$ cat config.mk
export PLATFORM = sky130hd
export DESIGN_NAME = proc_ctx_switcher
export DESIGN_NICKNAME = d
export VERILOG_FILES = /design/src/rtl/proc_ctx_pkg.sv /design/src/rtl/proc_quantum_timer.sv /design/src/rtl/proc_ctx_switcher.sv
export SDC_FILE = /design/constraint.sdc
export NUM_CORES = 1
export LEC_CHECK = 0
export CAP_MARGIN = 20
export CORE_MARGIN = 2
export CORE_UTILIZATION = 40
export DETAILED_ROUTE_END_ITERATION = 16
export PLACE_DENSITY_LB_ADDON = 0.3
export SYNTH_ARGS = -nofsm -noshare
export SYNTH_HDL_FRONTEND = slang
export SYNTH_SLANG_ARGS = --single-unit
$ cat constraint.sdc
create_clock -name clk -period 4.2 [get_ports clk]
set_clock_uncertainty 0.2 [all_clocks]
set_input_delay 0.63 -clock clk [delete_from_list [all_inputs] [get_ports clk]]
set_output_delay 0.63 -clock clk [all_outputs]
set_load 0.05 [all_outputs]
$ cat src/rtl/proc_ctx_pkg.sv
// Shared types and helpers for the process context switcher.
package proc_ctx_pkg;

    typedef enum logic [1:0] {StIdle, StLoad, StRun, StSave} ctx_state_e;

    localparam int unsigned DefaultPcW = 10;

    function automatic int unsigned slot_w(input int unsigned n);
        return (n > 1) ? $clog2(n) : 1;
    endfunction

endpackage

$ cat src/rtl/proc_quantum_timer.sv
// Counts enabled RUN cycles and flags the cycle on which the time slice runs out.
module proc_quantum_timer #(
    parameter int unsigned QUANTUM = 64
) (
    input  logic clk,
    input  logic reset,
    input  logic clear_i,
    input  logic enable_i,
    output logic expire_o
);

    localparam int unsigned CntW = (QUANTUM > 2) ? $clog2(QUANTUM) : 1;
    localparam logic [CntW-1:0] LastCnt = CntW'(QUANTUM - 1);

    logic [CntW-1:0] count_q;

    always_ff @(posedge clk) begin
        if (reset || clear_i) begin
            count_q <= '0;
        end else if (enable_i) begin
            count_q <= count_q + CntW'(1);
        end
    end

    // Expiry is combinational so preempt lands in the last RUN cycle itself.
    assign expire_o = enable_i && (count_q == LastCnt);

endmodule

$ cat src/rtl/proc_ctx_switcher.sv
// Context-switch controller: per-slot saved PCs, start/yield handling, and optional
// quantum preemption when QUANTUM_PREEMPT_EN is defined.
module proc_ctx_switcher
    import proc_ctx_pkg::*;
#(
    parameter int unsigned NUM_PROCS = 4,
    parameter int unsigned PC_W      = DefaultPcW,
    parameter int unsigned QUANTUM   = 64,
    localparam int unsigned SlotW    = slot_w(NUM_PROCS)
) (
    input  logic             clk,
    input  logic             reset,
    input  logic             hlt_i,
    input  logic             start_req_i,
    input  logic [SlotW-1:0] start_slot_i,
    input  logic             yield_req_i,
    input  logic             wr_en_i,
    input  logic [SlotW-1:0] wr_slot_i,
    input  logic [PC_W-1:0]  wr_pc_i,
    input  logic [PC_W-1:0]  only_proc_pc_i,
    output logic             proc_num_o,
    output logic [PC_W-1:0]  stored_pc_o,
    output logic             change_proc_pc_o,
    output logic [SlotW-1:0] cur_slot_o,
    output logic             preempt_o,
    output logic             busy_o
);

    ctx_state_e       state_q;
    logic [PC_W-1:0]  ctx_pc_q [NUM_PROCS];
    logic [SlotW-1:0] cur_slot_q;
    logic [PC_W-1:0]  stored_pc_q;
    logic             proc_num_q;
    logic             change_q;
    logic             busy_q;
    logic             run_exit;

`ifdef QUANTUM_PREEMPT_EN
    logic expire;

    proc_quantum_timer #(
        .QUANTUM (QUANTUM)
    ) u_quantum_timer (
        .clk      (clk),
        .reset    (reset),
        .clear_i  (state_q == StLoad),
        .enable_i ((state_q == StRun) && !hlt_i),
        .expire_o (expire)
    );

    // A yield in the expiry cycle wins and suppresses the preempt pulse.
    assign preempt_o = expire && !yield_req_i;
    assign run_exit  = yield_req_i || expire;
`else
    logic unused_hlt;
    assign unused_hlt = hlt_i;
    assign preempt_o  = 1'b0;
    assign run_exit   = yield_req_i;
`endif

    always_ff @(posedge clk) begin
        if (reset) begin
            state_q     <= StIdle;
            cur_slot_q  <= '0;
            stored_pc_q <= '0;
            proc_num_q  <= 1'b0;
            change_q    <= 1'b0;
            busy_q      <= 1'b0;
            for (int i = 0; i < NUM_PROCS; i++) begin
                ctx_pc_q[i] <= '0;
            end
        end else begin
            change_q <= 1'b0;
            unique case (state_q)
                StIdle: begin
                    if (wr_en_i) begin
                        ctx_pc_q[wr_slot_i] <= wr_pc_i;
                    end
                    if (start_req_i) begin
                        cur_slot_q  <= start_slot_i;
                        // Same-cycle write to the started slot is forwarded into LOAD.
                        stored_pc_q <= (wr_en_i && (wr_slot_i == start_slot_i)) ?
                                       wr_pc_i : ctx_pc_q[start_slot_i];
                        change_q    <= 1'b1;
                        busy_q      <= 1'b1;
                        state_q     <= StLoad;
                    end
                end
                StLoad: begin
                    proc_num_q <= 1'b1;
                    state_q    <= StRun;
                end
                StRun: begin
                    if (run_exit) begin
                        proc_num_q <= 1'b0;
                        state_q    <= StSave;
                    end
                end
                StSave: begin
                    ctx_pc_q[cur_slot_q] <= only_proc_pc_i;
                    busy_q               <= 1'b0;
                    state_q              <= StIdle;
                end
                default: state_q <= StIdle;
            endcase
        end
    end

    assign proc_num_o       = proc_num_q;
    assign stored_pc_o      = stored_pc_q;
    assign change_proc_pc_o = change_q;
    assign cur_slot_o       = cur_slot_q;
    assign busy_o           = busy_q;

endmodule

==> results.json <==
{
  "path_class": "reg2reg",
  "max_slew.worst_pin.slew_ns": 0.762,
  "ys_async_sr_fraction_pct": 0,
  "clkSinkCount": 57,
  "pwr_dens_nw_per_um2": 539,
  "tritoncts": "done",
  "grt_pass1_wl_um": 10100,
  "pre_cts_slack_ns": 0.992,
  "floorplan.core_area_um2": 6760,
  "design_power_total_mw": 1.88,
  "detail_route.wl_per_cell_um": 16.9,
  "yosys_most_used_dff": "edfxtp_1",
  "post_cts_setup_bufs": 0,
  "synth.yosys.seq_area_share_pct": 55.4,
  "die_span_y_um": 87.4,
  "synth.top_cell.area_share_pct": 43.2,
  "global_route.usage.met1_pct": 23.7,
  "synth_cell_types": 35,
  "endpoint_kind": "flip-flop",
  "antenna_found_initial": 0,
  "critPathMaxStageDelay_ns": 0.62,
  "boundaryPins": 46,
  "final_core_util_pct": 51.5,
  "num-nets-final": 324,
  "largest_fanout_on_the_critical_path": 16,
  "clock-root-buffer": "clkbuf_8",
  "initial_utilization_pct": 41.1,
  "global_route.usage.met3_pct": 3.13,
  "drt_first_pass_iters": 4,
  "worst_path_arrival_time_ns": 2.83,
  "final_common_cell": "nor2_1",
  "synth.area.top_cells": "edfxtp_1 43%, dfxtp_1 12%, mux4_2 8.1%",
  "design.die.area_um2": 7630,
  "number_of_max_capacitance_violations_reported": 0,
  "n_antenna_cell": 0,
  "synth.ff_latch_count": 57,
  "hold-worst-slack_ns": 0.280,
  "core.rowCount": 30,
  "grt_pass1_vias": 1933,
  "postCtsHoldBufs": 0,
  "max-clock-path-buffers": 2,
  "wl_um": 6310,
  "worst_skew_pair.late_latency_ns": 0.33,
  "critical-path-top-delay-family": "simple AND/OR/NAND/NOR gates",
  "post_synth_inst_count": 243,
  "number_of_drc_violations_after_detailed_routing_iteration_0": 82,
  "slew_headroom_pct": 49.0,
  "timing.final.crit_period_ns": 3.07,
  "gr-usage-met2_pct": 30.0,
  "hold_path.class": "reg2reg",
  "final_critical_path_share_of_the_clock_period_pct": 73.0,
  "setup_tns_ns": 0,
  "via_count": 1923,
  "reg2reg_from": "state_q[0]",
  "postRouteAntennaNets": 0,
  "final_layout_size_suffix_gt1_share_pct": 14.3,
  "pin_count_of_the_biggest_net_entering_global_routing": 21,
  "n_fill_cell": 617,
  "final_cell_mix": "47 x nor2_1, 43 x clkdlybuf4s50_1, 40 x edfxtp_1",
  "tritoncts.num_buffers": 9,
  "cellLeakagePower_nw": 1.30,
  "synth-warning-count": 0,
  "hold_viol_final": 0,
  "post_cts_resize_count": 0,
  "avgSynthCellArea_um2": 11.4,
  "gp_congestion": 0.767,
  "slowest_stage": "ha_1",
  "maxClockFrequency_mhz": 326,
  "post_synth_instance_area_um2": 2780,
  "rsz_0062_raised_after_global_routing": "no",
  "report.final.setup_viol": 0,
  "grt_most_used_layer": "met2",
  "clk_pin_slew_ns": 0.06,
  "setup_ws_ns": 1.13,
  "critPathRequiredTime_ns": 3.97,
  "die_w_um": 87.4,
  "io_buffer_count": 43,
  "drt_drc_violations_left": 0,
  "run_status": "finished clean",
  "hpwl_um": 4290,
  "globalRouteTotalUtil_pct": 18.4,
  "synth_area_leader_cell": "edfxtp_1",
  "avgViaCountPerCell": 5.14,
  "finalMaxSlewViolations": 0,
  "peakVddDrop_mv": 0.154,
  "postSynthNetCount": 278,
  "min-delay-start": "busy_o",
  "grt_overflow": 0,
  "syn2layout_area_growth_pct": 25.1,
  "crit_path_start_kind": "flip-flop",
  "htree_levels": 3,
  "cp-startpoint": "state_q[0]",
  "path_cells": "ha_1 > nand4bb_4 > a21oi_1 > or3_1 > nand2b_1",
  "critPathBufInv": 0,
  "synth_enable_flop_cells": 40
}
==> flip-flops by register name, indices dropped and copies added (netlist names) <==
register	flops
proc_num_o	1
change_proc_pc_o	1
state_q	2
stored_pc_o	10
cur_slot_o	2
ctx_pc_q	40
busy_o	1
==> kinds of logic after synthesis <==
group                    count (synthesis)  share of synthesized area, %
buffers and inverters                   29                          4.73
other                                    1                         0.135
adder cells (fa/ha/maj)                  5                          2.25
flip-flops                              57                          55.4
AND/OR/NAND/NOR                        103                          16.8
AO/OA/AOI/OAI                           37                          12.2
multiplexers                            11                          8.46
==> where the power goes <==
group / total (mW) / internal, mW / leakage (nW) / switching [mW]
combinational: 0.624 / 0.227 / 0.652 / 0.398
sequential: 0.741 / 0.702 / 0.556 / 0.0389
clock: 0.510 / 0.288 / 0.0953 / 0.223
total: 1.88 / 1.22 / 1.30 / 0.659
==> worst reg2reg max path, stage by stage (launching register included) <==
cell and delay [ns]:
dfxtp_1 0.39, ha_1 0.62, nand4bb_4 0.32, a21oi_1 0.13, or3_1 0.57, nand2b_1 0.48
==> through the flow <==
step                instances  instance area, µm²
floorplan                 243                2780
global placement          358                3280
detailed placement        358                3280
CTS                       374                3480
global route              374                3480
finish                    374                3480
==> cell usage after synthesis, types with 5 or more instances <==
library cell  count
edfxtp_1         40
clkbuf_1          6
mux4_2           10
inv_1            15
nand2b_1          5
dfxtp_1          17
nor2_1           47
a21o_1           12
a221oi_1          8
ha_1              5
a21oi_1           8
nor3_1           12
nand2_1          28
==> final timing paths <==
check | cells after the start | to | slack [ns]
hold / removal | 2 | busy_o | 0.28
hold reg to reg | 2 | busy_o | 0.28
setup / recovery | 5 | ctx_pc_q[2][2] | 1.13
setup reg to reg | 5 | ctx_pc_q[2][2] | 1.13
==> per-layer routing <==
metal	vias to the layer above	share of wire, %
met3	9	2.6
met2	37	51
met4	0	2.2
met5	-	0
li1	950	-
met1	927	44
==> area by class of cell <==
type | instances | area (µm²) | share of cell area (%)
Sequential cell | 57 | 1540 | 44.3
Clock inverter | 5 | 55.1 | 1.58
Timing Repair Buffer | 49 | 475 | 13.7
Multi-Input combinational cell | 157 | 1110 | 31.8
Tap cell | 80 | 100 | 2.88
Clock buffer | 11 | 141 | 4.07
Inverter | 15 | 56.3 | 1.62
No activity file was read; power rests on OpenSTA's default activity.
